`config.mk`:
```
export PLATFORM = sky130hd
export DESIGN_NAME = rect_overlay_ctrl_flat
export DESIGN_NICKNAME = d
export VERILOG_FILES = /design/src/rtl/rect_overlay_pkg.sv /design/src/rtl/rect_overlay_ctrl_if.sv /design/src/rtl/rect_overlay_ctrl_rect_hit.sv /design/src/rtl/rect_overlay_ctrl.sv /design/src/flat_wrapper.sv
export SDC_FILE = /design/constraint.sdc
export NUM_CORES = 1
export LEC_CHECK = 0
export ABC_AREA = 0
export CORE_ASPECT_RATIO = 0.6
export CORE_MARGIN = 2
export CORE_UTILIZATION = 55
export DETAILED_ROUTE_END_ITERATION = 7
export PLACE_DENSITY_LB_ADDON = 0.2
export SYNTH_ARGS = -nofsm -noshare
export SYNTH_HDL_FRONTEND = slang
export SYNTH_HIERARCHICAL = 1
export SYNTH_SLANG_ARGS = --single-unit
export TNS_END_PERCENT = 30
```
`constraint.sdc`:
```
create_clock -name clk -period 3.2 [get_ports clk]
set_clock_uncertainty 0.15 [all_clocks]
set_input_delay 0.32 -clock clk [delete_from_list [all_inputs] [get_ports clk]]
set_output_delay 0.32 -clock clk [all_outputs]
set_load 0.005 [all_outputs]
```
`src/rtl/rect_overlay_pkg.sv`:
```
// Shared encodings for the rectangle overlay controller: register fields,
// descriptor bit positions and FSM states.
package rect_overlay_pkg;
   localparam int H_ACTIVE = 800;
   localparam int V_ACTIVE = 600;

   localparam logic [1:0] F_X0 = 2'd0;
   localparam logic [1:0] F_X1 = 2'd1;
   localparam logic [1:0] F_Y0 = 2'd2;
   localparam logic [1:0] F_Y1 = 2'd3;

   localparam int EN_BIT = 15;
   localparam int RGB_HI = 14;
   localparam int RGB_LO = 12;

   typedef enum logic [1:0] {IDLE, PENDING, COPY} state_t;

   // Background colour register sits just past the last rectangle slot
   function automatic int bg_addr(int num_rect);
      return num_rect * 4;
   endfunction
endpackage

```
`src/rtl/rect_overlay_ctrl_if.sv`:
```
// Host configuration/commit port of the rectangle overlay controller.
interface rect_overlay_ctrl_if #(
   parameter int NUM_RECT = 4
);
   localparam int AW = $clog2(NUM_RECT) + 3;

   logic          cfg_valid;
   logic          cfg_ready;
   logic [AW-1:0] cfg_addr;
   logic [15:0]   cfg_wdata;
   logic          commit_req;
   logic          commit_pending;
   logic          commit_done;

   modport master (
      output cfg_valid, cfg_addr, cfg_wdata, commit_req,
      input  cfg_ready, commit_pending, commit_done
   );

   modport slave (
      input  cfg_valid, cfg_addr, cfg_wdata, commit_req,
      output cfg_ready, commit_pending, commit_done
   );
endinterface

```
`src/rtl/rect_overlay_ctrl_rect_hit.sv`:
```
// Inclusive point-in-rectangle test; inverted bounds never hit.
module rect_hit #(
   parameter int COORD_W = 10
) (
   input  logic               en,
   input  logic [COORD_W-1:0] x0,
   input  logic [COORD_W-1:0] x1,
   input  logic [COORD_W-1:0] y0,
   input  logic [COORD_W-1:0] y1,
   input  logic [COORD_W-1:0] xpos,
   input  logic [COORD_W-1:0] ypos,
   output logic               hit
);
   assign hit = en && (xpos >= x0) && (xpos <= x1) && (ypos >= y0) && (ypos <= y1);
endmodule

```
`src/rtl/rect_overlay_ctrl.sv`:
```
// Double-buffered rectangle overlay: host writes a shadow bank, the active
// bank is refreshed one slot per cycle right after frame_start.
module rect_overlay_ctrl
   import rect_overlay_pkg::*;
#(
   parameter int NUM_RECT = 4,
   parameter int COORD_W  = 10
) (
   input  logic               clk,
   input  logic               rst_n,
   rect_overlay_ctrl_if.slave cfg,
   input  logic               frame_start,
   input  logic               valid,
   input  logic [COORD_W-1:0] xpos,
   input  logic [COORD_W-1:0] ypos,
   output logic               vga_r,
   output logic               vga_g,
   output logic               vga_b
);
   localparam int IW = $clog2(NUM_RECT);
   localparam int AW = IW + 3;

   logic [NUM_RECT-1:0]              sh_en, act_en;
   logic [NUM_RECT-1:0][2:0]         sh_rgb, act_rgb;
   logic [NUM_RECT-1:0][COORD_W-1:0] sh_x0, sh_x1, sh_y0, sh_y1;
   logic [NUM_RECT-1:0][COORD_W-1:0] act_x0, act_x1, act_y0, act_y1;
   logic [2:0]                       sh_bg, act_bg;

   state_t              state, state_nxt;
   logic [IW-1:0]       cnt;
   logic                last, wr, w_rect;
   logic [IW-1:0]       w_idx;
   logic [NUM_RECT-1:0] hit;
   logic [2:0]          pix;
   logic                unused_wdata;

   assign last         = (state == COPY) && (cnt == IW'(NUM_RECT - 1));
   assign wr           = cfg.cfg_valid && (state != COPY);
   assign w_rect       = ~cfg.cfg_addr[AW-1];
   assign w_idx        = cfg.cfg_addr[AW-2:2];
   assign unused_wdata = ^cfg.cfg_wdata[11:10];

   always_ff @(posedge clk or negedge rst_n) begin
      if (!rst_n) begin
         state <= IDLE;
         cnt   <= '0;
      end else begin
         state <= state_nxt;
         cnt   <= (state == COPY) ? cnt + IW'(1) : '0;
      end
   end

   // Done fires in the last copy cycle so it lands NUM_RECT cycles after frame_start
   always_comb begin
      state_nxt          = state;
      cfg.cfg_ready      = 1'b1;
      cfg.commit_pending = 1'b0;
      cfg.commit_done    = 1'b0;
      case (state)
         IDLE:    if (cfg.commit_req) state_nxt = PENDING;
         PENDING: begin
            cfg.commit_pending = 1'b1;
            if (frame_start) state_nxt = COPY;
         end
         COPY: begin
            cfg.cfg_ready      = 1'b0;
            cfg.commit_pending = !last;
            cfg.commit_done    = last;
            if (last) state_nxt = IDLE;
         end
         default: state_nxt = IDLE;
      endcase
   end

   always_ff @(posedge clk or negedge rst_n) begin
      if (!rst_n) begin
         sh_en  <= '0;
         sh_rgb <= '0;
         sh_x0  <= '0;
         sh_x1  <= '0;
         sh_y0  <= '0;
         sh_y1  <= '0;
         sh_bg  <= '0;
      end else if (wr) begin
         if (w_rect) begin
            case (cfg.cfg_addr[1:0])
               F_X0: begin
                  sh_en[w_idx]  <= cfg.cfg_wdata[EN_BIT];
                  sh_rgb[w_idx] <= cfg.cfg_wdata[RGB_HI:RGB_LO];
                  sh_x0[w_idx]  <= cfg.cfg_wdata[COORD_W-1:0];
               end
               F_X1:    sh_x1[w_idx] <= cfg.cfg_wdata[COORD_W-1:0];
               F_Y0:    sh_y0[w_idx] <= cfg.cfg_wdata[COORD_W-1:0];
               default: sh_y1[w_idx] <= cfg.cfg_wdata[COORD_W-1:0];
            endcase
         end else if (cfg.cfg_addr == AW'(bg_addr(NUM_RECT))) begin
            sh_bg <= cfg.cfg_wdata[2:0];
         end
      end
   end

   always_ff @(posedge clk or negedge rst_n) begin
      if (!rst_n) begin
         act_en  <= '0;
         act_rgb <= '0;
         act_x0  <= '0;
         act_x1  <= '0;
         act_y0  <= '0;
         act_y1  <= '0;
         act_bg  <= '0;
      end else if (state == COPY) begin
         act_en[cnt]  <= sh_en[cnt];
         act_rgb[cnt] <= sh_rgb[cnt];
         act_x0[cnt]  <= sh_x0[cnt];
         act_x1[cnt]  <= sh_x1[cnt];
         act_y0[cnt]  <= sh_y0[cnt];
         act_y1[cnt]  <= sh_y1[cnt];
         if (cnt == '0) act_bg <= sh_bg;
      end
   end

   for (genvar i = 0; i < NUM_RECT; i++) begin : g_hit
      rect_hit #(.COORD_W(COORD_W)) u_hit (
         .en   (act_en[i]),
         .x0   (act_x0[i]),
         .x1   (act_x1[i]),
         .y0   (act_y0[i]),
         .y1   (act_y1[i]),
         .xpos (xpos),
         .ypos (ypos),
         .hit  (hit[i])
      );
   end

   // Walk from the top slot down so the lowest-index hit wins
   always_comb begin
      pix = act_bg;
      for (int i = NUM_RECT - 1; i >= 0; i--)
         if (hit[i]) pix = act_rgb[i];
      if (!valid) pix = '0;
   end

   always_ff @(posedge clk or negedge rst_n) begin
      if (!rst_n) {vga_r, vga_g, vga_b} <= 3'b000;
      else        {vga_r, vga_g, vga_b} <= pix;
   end
endmodule
```
`src/flat_wrapper.sv`:
```
// flat-port wrapper written by rule: the top's interface ports become plain ports
module rect_overlay_ctrl_flat import rect_overlay_pkg::*;
#(
   parameter int NUM_RECT = 4,
   parameter int COORD_W  = 10
)
  (clk, rst_n, frame_start, valid, xpos, ypos, vga_r, vga_g, vga_b, cfg_cfg_valid, cfg_cfg_addr, cfg_cfg_wdata, cfg_commit_req, cfg_cfg_ready, cfg_commit_pending, cfg_commit_done);
  rect_overlay_ctrl_if #(.NUM_RECT(NUM_RECT)) cfg_i ();
  input  logic clk;
  input  logic rst_n;
  input  logic frame_start;
  input  logic valid;
  input  logic [COORD_W-1:0] xpos;
  input  logic [COORD_W-1:0] ypos;
  output logic vga_r;
  output logic vga_g;
  output logic vga_b;
  input wire logic [$bits(cfg_i.cfg_valid)-1:0] cfg_cfg_valid;
  input wire logic [$bits(cfg_i.cfg_addr)-1:0] cfg_cfg_addr;
  input wire logic [$bits(cfg_i.cfg_wdata)-1:0] cfg_cfg_wdata;
  input wire logic [$bits(cfg_i.commit_req)-1:0] cfg_commit_req;
  output wire logic [$bits(cfg_i.cfg_ready)-1:0] cfg_cfg_ready;
  output wire logic [$bits(cfg_i.commit_pending)-1:0] cfg_commit_pending;
  output wire logic [$bits(cfg_i.commit_done)-1:0] cfg_commit_done;
  assign cfg_i.cfg_valid = cfg_cfg_valid;
  assign cfg_i.cfg_addr = cfg_cfg_addr;
  assign cfg_i.cfg_wdata = cfg_cfg_wdata;
  assign cfg_i.commit_req = cfg_commit_req;
  assign cfg_cfg_ready = cfg_i.cfg_ready;
  assign cfg_commit_pending = cfg_i.commit_pending;
  assign cfg_commit_done = cfg_i.commit_done;
  rect_overlay_ctrl #(.NUM_RECT(NUM_RECT), .COORD_W(COORD_W)) u_core (.clk(clk), .rst_n(rst_n), .cfg(cfg_i), .frame_start(frame_start), .valid(valid), .xpos(xpos), .ypos(ypos), .vga_r(vga_r), .vga_g(vga_g), .vga_b(vga_b));
endmodule
```
Word level (Yosys, flattened, before mapping)
Index checks and enable logic that the tools add are counted.

operators by class
  add/subtract/negate cells = 1
  multipliers = 0
  div/mod/pow operators = 0
  $lt $le $gt $ge = 20
  equal/unequal tests = 10
  shift operators = 0
  multiplexer cells = 49
  bitwise operators = 2
  reductions and logical operators = 32

operators by type and width
  cell                                                         count
  bitwise mux 40 bit                                           8
  binary-select mux 10 bit (select 2 bit)                      4
  >= comparator 10 bit                                         8
  <= comparator 10 bit                                         8
  two-way mux 10 bit                                           6
  demux 10 bit (select 2 bit)                                  2
  bitwise mux 12 bit                                           2
  two-way mux 3 bit                                            8
  logical AND 1 bit                                            20
  AND reduction 3 bit                                          6
  demux 3 bit (select 2 bit)                                   2
  bitwise mux 4 bit                                            2
  two-way mux 2 bit                                            4
  binary-select mux 3 bit (select 2 bit)                       1
  equality test 2 bit (second input constant)                  3
  logical NOT 2 bit                                            3
  less-than comparator 2 x 3 -> 1 bit (second input constant)  2
  != test 2 bit (second input constant)                        3
  case mux 2 bit (3 select lines)                              1
  equality test 5 bit (second input constant)                  1
  two-way mux 1 bit                                            5
  demux 1 bit (select 2 bit)                                   2
  equality test 2 x 1 -> 1 bit (second input constant)         2
  >= comparator 2 x 1 -> 1 bit (second input constant)         2
  8 further kinds                                              9

storage, ports and cells
  register bits = 365
  bits in latches = 0
  memory bits (writable) = 0
  bits in read-only memories = 0
  logic and storage cells = 163
  memories = 0

Longest topological paths before layout
Gate-level depths: netlist of run 1.

  word-level depth = 10
  depth in mapped cells = 10

Hierarchy
Netlist of run 1, hierarchy kept.

by module, submodules not included
  module             times used  cells each  area an instance (um^2)  seq. area each (um^2)
  rect_overlay_ctrl  1           889         15170.8                  9133.8
  rect_hit           4           131         988.4                    0.0

Least setup slack after synthesis of run 1
Ideal clock, no wire load.

  kind = register to register
  start = register u_core.cnt[1]
  end = register u_core/act_x1[4] (netlist name)
  setup time = 0.125 ns
  data arrival time = 2.117 ns
  slack = 0.808 ns
  stages on the path, launching flop included = 9
  path buffers = 4
  period minus slack after synthesis = 2.392 ns
  path through = dfrtp_1 > buf_2 > buf_1 > inv_1 > ha_1 > nand2_1 > buf_2 > clkbuf_1 > mux2_2

on the way
  word-level cells in the longest chain between the ends = 5
  elaborated cells between the ends (all ways) = 8
  those cells by class = order compare: 2; mux: 5; reduce/logical: 1

RTL lines
  element                                                                                                    line                      RTL
  start, declared                                                                                            rect_overlay_ctrl.sv:30   logic [IW-1:0] cnt;
  start signal, assigned                                                                                     rect_overlay_ctrl.sv:49   cnt <= (state == COPY) ? cnt + IW'(1) : '0;
  less-than comparator 2 x 3 -> 1 bit (implied by the code) or >= comparator 2 x 1 -> 1 bit (tied branches)  rect_overlay_ctrl.sv:115  act_x1[cnt] <= sh_x1[cnt];
  logical AND 1 bit (implied by the code)                                                                    rect_overlay_ctrl.sv:115
  two-way mux 10 bit (implied by the code)                                                                   rect_overlay_ctrl.sv:115
  demux 10 bit (select 2 bit)                                                                                --
  bitwise mux 40 bit *                                                                                       rect_overlay_ctrl.sv:115
  end signal, assigned by index                                                                              rect_overlay_ctrl.sv:115
  end, declared                                                                                              rect_overlay_ctrl.sv:26   logic [NUM_RECT-1:0][COORD_W-1:0] act_x0, act_x1, act_y0, act_y1;

Every way passes the cells marked *; elsewhere a longest branch is shown, timed or not. The select of a mux whose other input is x is not followed.
A chain may end at the register's enable or synchronous reset.

Worst setup path after layout of run 1
  start = register u_core.state[0]
  end = output port cfg_commit_pending

on the way
  word-level cells in the longest chain between the ends = 4
  elaborated cells between the ends (all ways) = 5
  those cells by class = eq/ne: 2; mux: 1; reduce/logical: 2

RTL lines
  element                            line                                              RTL
  start, declared                    rect_overlay_ctrl.sv:29                           state_t state, state_nxt;
  start signal, assigned             rect_overlay_ctrl.sv:48                           state <= state_nxt;
  equality test 2 bit                rect_overlay_ctrl.sv:37, rect_overlay_ctrl.sv:59
  logical AND 1 bit                  rect_overlay_ctrl.sv:37                           assign last = (state == COPY) && (cnt == IW'(NUM_RECT - 1));
  logical NOT 1 bit                  rect_overlay_ctrl.sv:67                           cfg.commit_pending = !last;
  case mux 1 bit (2 select lines) *  rect_overlay_ctrl.sv:59                           case (state)
  end, declared                      flat_wrapper.sv:23                                output wire logic [$bits(cfg_i.commit_pending)-1:0] cfg_commit_pending;

Every way passes the cells marked *; elsewhere a longest branch is shown, timed or not.

==> results of run 1 <==
==> how the worst max path moves through the flow <==
stage / startpoint / end / slack [ns] / cells after the start
5_1_grt: u_core/state[0] / cfg_commit_pending / 0.05 / 5
4_1_cts: u_core/state[0] / cfg_commit_pending / 0.23 / 5
6_report: u_core/state[0] / cfg_commit_pending / 0.24 / 5
2_1_floorplan: u_core/cnt[1] / u_core/act_x1[4] / 0.81 / 8
3_5_place_dp: ypos[7] / u_core/vga_g / -0.11 / 10
3_3_place_gp: ypos[8] / u_core/vga_g / -0.03 / 10
==> critical path, delay by kind of cell (launching register included) <==
family | cells | cell delay (ns)
flip-flops | 1 | 0.42
buffers and inverters | 2 | 0.61
AO/OA/AOI/OAI | 1 | 0.15
adder cells (fa/ha/maj) | 1 | 0.44
AND/OR/NAND/NOR | 1 | 0.34
==> per-stage QoR <==
| step | hold slack [ns] | std cells | setup WS, ns | TNS [ns] | instance area, µm² |
|---|---|---|---|---|---|
| final | 0.216 | 1985 | 0.241 | 0 | 21600 |
| after global routing | 0.270 | 1985 | 0.0485 | 0 | 21600 |
| after CTS | 0.245 | 1985 | 0.234 | 0 | 21600 |
| after detailed placement | 0.210 | 1922 | -0.115 | -0.281 | 20400 |
| after global placement | 0.209 | 1922 | -0.0316 | -0.0923 | 20400 |
| after floorplan | -0.126 | 1413 | 0.808 | 0 | 19100 |
==> kinds of logic after synthesis <==
logic type,count (synthesis),synth area share [%]
AO/OA/AOI/OAI,128,5.02
adder cells (fa/ha/maj),169,11.1
buffers and inverters,217,4.63
flip-flops,365,47.8
multiplexers,409,27.0
AND/OR/NAND/NOR,125,4.49
==> placed cells by master, fill, tap and decap left out, types with 8 or more instances in the layout <==
cell type / synthesis / final
dfrtp_1: 365 / 363
mux2_2: 331 / 331
ha_1: 169 / 169
inv_1: 167 / 167
clkdlybuf4s50_1: 0 / 49
mux4_2: 44 / 44
buf_4: 3 / 42
clkbuf_16: 0 / 35
a211oi_1: 24 / 24
o21ai_0: 24 / 24
nor2_1: 22 / 22
mux2_4: 20 / 20
a21oi_1: 19 / 19
nand4_1: 16 / 16
nor3_1: 13 / 13
nand3_1: 12 / 12
a21o_1: 12 / 12
mux2_1: 11 / 11
clkbuf_8: 0 / 9
nor2b_1: 9 / 9
nand2_1: 13 / 9
a221o_1: 8 / 8
==> area by class of cell <==
| class | count | area [µm²] |
|---|---|---|
| Clock buffer | 51 | 1030 |
| Clock inverter | 11 | 178 |
| Fill cell | 2619 | 12300 |
| Inverter | 168 | 631 |
| Multi-Input combinational cell | 831 | 9110 |
| Sequential cell | 365 | 9140 |
| Tap cell | 459 | 574 |
| Timing Repair Buffer | 100 | 971 |
==> report_power, final <==
| part | switching (mW) | internal (mW) | total [mW] |
|---|---|---|---|
| clock network | 1.80 | 2.57 | 4.37 |
| logic | 2.43 | 2.38 | 4.81 |
| registers | 0.637 | 5.82 | 6.45 |
==> registers in the layout (all words and copies together), names as in the netlist <==
| name | flops |
|---|---|
| u_core/act_y0 | 40 |
| u_core/sh_en | 4 |
| u_core/vga_b | 1 |
| u_core/sh_y0 | 40 |
| u_core/act_en | 4 |
| u_core/act_x0 | 40 |
| u_core/act_y1 | 40 |
| u_core/cnt | 2 |
| u_core/act_bg | 3 |
| u_core/vga_r | 1 |
| u_core/act_x1 | 40 |
| u_core/sh_bg | 3 |
| u_core/sh_rgb | 12 |
| u_core/sh_x0 | 40 |
| u_core/act_rgb | 12 |
| u_core/sh_x1 | 40 |
| u_core/vga_g | 1 |
| u_core/state | 2 |
| u_core/sh_y1 | 40 |
==> metal layers <==
layer  GRT usage, %  up-vias  part of all wire, %
li1               -     5294                    -
met1           41.3     6098                   52
met2           36.0      233                   41
met3           5.40       51                  5.7
met4           5.09        0                  1.5
met5              0        -                    0
==> results.py, run 1 <==
metrics = {
    "sta": {
        "finalCriticalPeriod_ns": 2.96,
        "hold_viol": 0,
        "slew_viol_final": 0,
        "setup_violations": 0,
        "min_period_over_period_pct": 92.5,
        "rsz0062_at_grt": "no",
        "fmax_mhz": 338,
        "worst_pin_slew_ns": 0.712,
        "relSlewSlack_pct": 52.4,
    },
    "yosys": {
        "ys_warn_count": 6,
        "syn_avg_cell_area_um2": 13.5,
        "synth_area_um2": 19100,
        "yosysMostFrequentCell": "dfrtp_1",
        "ys_async_sr_fraction_pct": 100,
        "ys_ff_latch": 365,
        "synth_flop_cell": "dfrtp_1",
        "synth-edff-count": 0,
        "synthTopCellsByArea": "dfrtp_1 48%, mux2_2 19%, ha_1 11%",
        "ys_seq_area_share_pct": 47.8,
        "synth_top_cell_area_share_pct": 47.8,
        "synth_common_cells": "365 x dfrtp_1, 331 x mux2_2, 169 x ha_1",
        "ys_types": 53,
        "synthCells": 1413,
        "syn_nets": 1629,
        "synth_top_cell_by_area": "dfrtp_1",
    },
    "die": {
        "rows": 52,
        "initial_utilization_pct": 56.3,
        "dieArea_um2": 36300,
        "die_y_um": 148,
        "core_um2": 34000,
        "io_pins": 53,
        "die_x_um": 245,
    },
    "critical_path": {
        "r2r_cells": 10,
        "cp_max_fo": 7,
        "r2r_slack_ns": 0.43,
        "cp-start-kind": "flip-flop",
        "cp.arrival_ns": 2.49,
        "crit_chain": "inv_1 > ha_1 > nor2b_1 > o21a_1 > clkdlybuf4s50_1",
        "required_ns": 2.73,
        "slowest_delay_ns": 0.49,
        "crit_slowest_cell": "clkdlybuf4s50_1",
        "r2r_end": "u_core/vga_g",
        "end_kind": "output port",
        "criticalPathCategory": "flip-flop to output port",
        "reg2reg_from": "u_core/act_y0[37]",
    },
    "clocking": {
        "cts_setup_buffers": 0,
        "clk_pin_slew_ns": 0.06,
        "cts_resized": 0,
        "root_buffer": "clkbuf_16",
        "cts_buffers": 35,
        "clk_path_buf_depth": 3,
        "cts_tree": "yes",
        "cts_sinks": 365,
        "ctsHoldBuffers": 1,
        "clk_latency_ns": 0.54,
        "htree_levels": 2,
    },
    "routing": {
        "vias_per_cell": 5.88,
        "drt_iter0_markers": 769,
        "vias": 11700,
        "ant_nets": 0,
        "dr.pass1.iters": 4,
        "routed_wl_mm": 45.1,
        "drc": 0,
        "avgRoutedWirePerCell_um": 22.7,
    },
    "place": {
        "gp_congestion": 0.858,
        "port_buffers": 50,
        "place_hpwl_mm": 32.1,
    },
    "global_routing": {
        "grt_pass1_wl_mm": 70.9,
        "grt_overflow_total": 0,
        "globalRouteTotalUtil_pct": 25.8,
        "grt_max_degree": 78,
        "grt_pass1_vias": 12000,
        "antenna_found_initial": 0,
    },
    "layout": {
        "utilization_pct": 63.7,
        "area.growth.synth_to_final_pct": 13.1,
        "finalNetCount": 1717,
        "diodes": 0,
        "drive_gt1_share_pct": 35.1,
    },
    "hold_path": {
        "hp-class": "input pin to async pin",
    },
    "power_and_ir_drop": {
        "p_leak_nw": 10.1,
        "ir_drop_mv": 0.395,
        "cellPowerDensity_nw_per_um2": 722,
        "total_power_mw": 15.6,
    },
    "run_status": {
        "outcome": "finished, final reports clean",
    },
    "run": {
        "maxCapViolations": 0,
    },
}
(Power assumes the default switching activity.)
==> inputs of run 2 (changes only) <==
CTS_BUF_LIST = sky130_fd_sc_hd__clkbuf_16   (was default)
SLEW_MARGIN = 20   (was default)
==> results.py, run 2 (synthesized netlist as in run 1, its figures left out) <==
metrics = {
    "run_status": {
        "outcome": "finished, final reports clean",
    },
    "place": {
        "placedCellCount": 1922,
        "gp_congestion": 0.858,
        "port_buffers": 50,
        "place_hpwl_mm": 32.1,
    },
    "global_routing": {
        "grt_pass1_vias": 12000,
        "globalRouteTotalUtil_pct": 25.8,
        "antenna_found_initial": 0,
        "grt_pass1_wl_mm": 70.9,
        "grt_max_degree": 78,
        "grt_overflow_total": 0,
    },
    "power_and_ir_drop": {
        "cellPowerDensity_nw_per_um2": 714,
        "p_leak_nw": 10.1,
        "ir_drop_mv": 0.395,
    },
    "critical_path": {
        "crit_slowest_cell": "clkdlybuf4s50_1",
        "slowest_delay_ns": 0.49,
        "cp-start-kind": "flip-flop",
        "cp_max_fo": 7,
        "cp.arrival_ns": 2.49,
        "criticalPathCategory": "flip-flop to output port",
        "crit_chain": "inv_1 > ha_1 > nor2b_1 > o21a_1 > clkdlybuf4s50_1",
        "required_ns": 2.73,
        "end_kind": "output port",
        "r2r_slack_ns": 0.47,
    },
    "routing": {
        "drc": 0,
        "vias": 11600,
        "ant_nets": 0,
        "drt_iter0_markers": 770,
        "avgRoutedWirePerCell_um": 22.7,
        "routed_wl_mm": 45.1,
        "vias_per_cell": 5.85,
        "dr.pass1.iters": 4,
    },
    "die": {
        "initial_utilization_pct": 56.3,
        "rows": 52,
        "core_um2": 34000,
        "dieArea_um2": 36300,
        "io_pins": 53,
        "die_y_um": 148,
        "die_x_um": 245,
    },
    "run": {
        "maxCapViolations": 0,
    },
    "layout": {
        "finalNetCount": 1717,
        "area.growth.synth_to_final_pct": 12.6,
        "drive_gt1_share_pct": 34.5,
        "utilization_pct": 63.4,
        "stdcell_count": 1985,
        "final_cell_mix": "363 x dfrtp_1, 331 x mux2_2, 174 x inv_1, 169 x ha_1, 49 x clkdlybuf4s50_1",
        "layout.cells.most_common": "dfrtp_1",
        "diodes": 0,
    },
    "sta": {
        "fmax_mhz": 338,
        "min_period_over_period_pct": 92.5,
        "relSlewSlack_pct": 52.4,
        "finalCriticalPeriod_ns": 2.96,
        "worst_pin_slew_ns": 0.714,
        "rsz0062_at_grt": "no",
        "setup_violations": 0,
        "tns_ns": 0,
        "hold_viol": 0,
        "slew_viol_final": 0,
    },
    "clocking": {
        "cts_tree": "yes",
        "clk_path_buf_depth": 3,
        "root_buffer": "clkbuf_16",
        "cts_sinks": 365,
        "clk_latency_ns": 0.54,
        "clk_pin_slew_ns": 0.06,
        "cts_buffers": 35,
        "htree_levels": 2,
    },
    "hold_path": {
        "hp-class": "input pin to async pin",
    },
}
==> run 2: critical path: cells and delay by family (launching register included) <==
family                     cells  cell delay [ns]
adders and majority gates      1             0.44
and+or+nand+nor                1             0.34
AOI/OAI and AO/OA              1             0.15
buffers and inverters          2             0.61
DFF                            1             0.42
==> run 2: cell type report <==
cell class	count	area, µm²
tap	459	574
inverter	168	631
clock buffer	35	876
fill	2635	12400
clock inverter	27	238
timing repair buffer	100	971
sequential	365	9140
multi-input combinational	831	9110
==> run 2: metal layers <==
metal  share of wire [%]  GRT usage (%)  wire length, µm  up-vias
met3                 5.7           5.41             2580       51
met1                  52           41.4            23500     6034
met5                   0              0                0        -
met2                  40           35.9            18300      237
met4                 1.6           5.09              723        0
li1                    -              -                -     5295
==> run 2: where the power goes <==
part / switching (mW) / internal [mW] / total [mW]
clock network: 1.80 / 2.33 / 4.13
logic: 2.43 / 2.38 / 4.81
registers: 0.633 / 5.82 / 6.45
total: 4.86 / 10.5 / 15.4
==> run 2: path summary, 6_finish.rpt <==
check | startpoint | endpoint | cells after the start
worst max-delay path | u_core/state[0] | cfg_commit_pending | 5
worst min-delay path | rst_n | u_core/act_y0[36] | 2
worst max register to register | u_core/act_x1[33] | u_core/vga_g | 10
worst min register to register | u_core/sh_y1[15] | u_core/sh_y1[15] | 1
max in group asynchronous | rst_n | u_core/sh_x0[5] | 3
min in group clk | cfg_cfg_wdata[14] | u_core/sh_rgb[11] | 2
==> run 2: per-stage QoR <==
| stage | power (mW) | cell area (µm²) | setup WS [ns] | hold WS, ns |
|---|---|---|---|---|
| after global routing | 16.3 | 21500 | 0.0485 | 0.269 |
| after floorplan | 9.57 | 19100 | 0.808 | -0.126 |
| after detailed placement | 11.3 | 20400 | -0.115 | 0.210 |
| final | 15.4 | 21500 | 0.241 | 0.216 |
| after global placement | 11.0 | 20400 | -0.0316 | 0.209 |
| after CTS | 15.5 | 21500 | 0.234 | 0.247 |
==> run 2: what timing repair did <==
item,4_1_cts,5_1_grt
endpoints found under the hold margin,73,0
buffers inserted,0,0
hold buffers,1,0
setup endpoints to repair,0,0
resized for setup,0,0
==> inputs of run 3 (changes only) <==
HOLD_SLACK_MARGIN = 0.03   (was default)
==> results of run 3 <==
The final DEF is identical to that of run 2; final timing and power are the same.
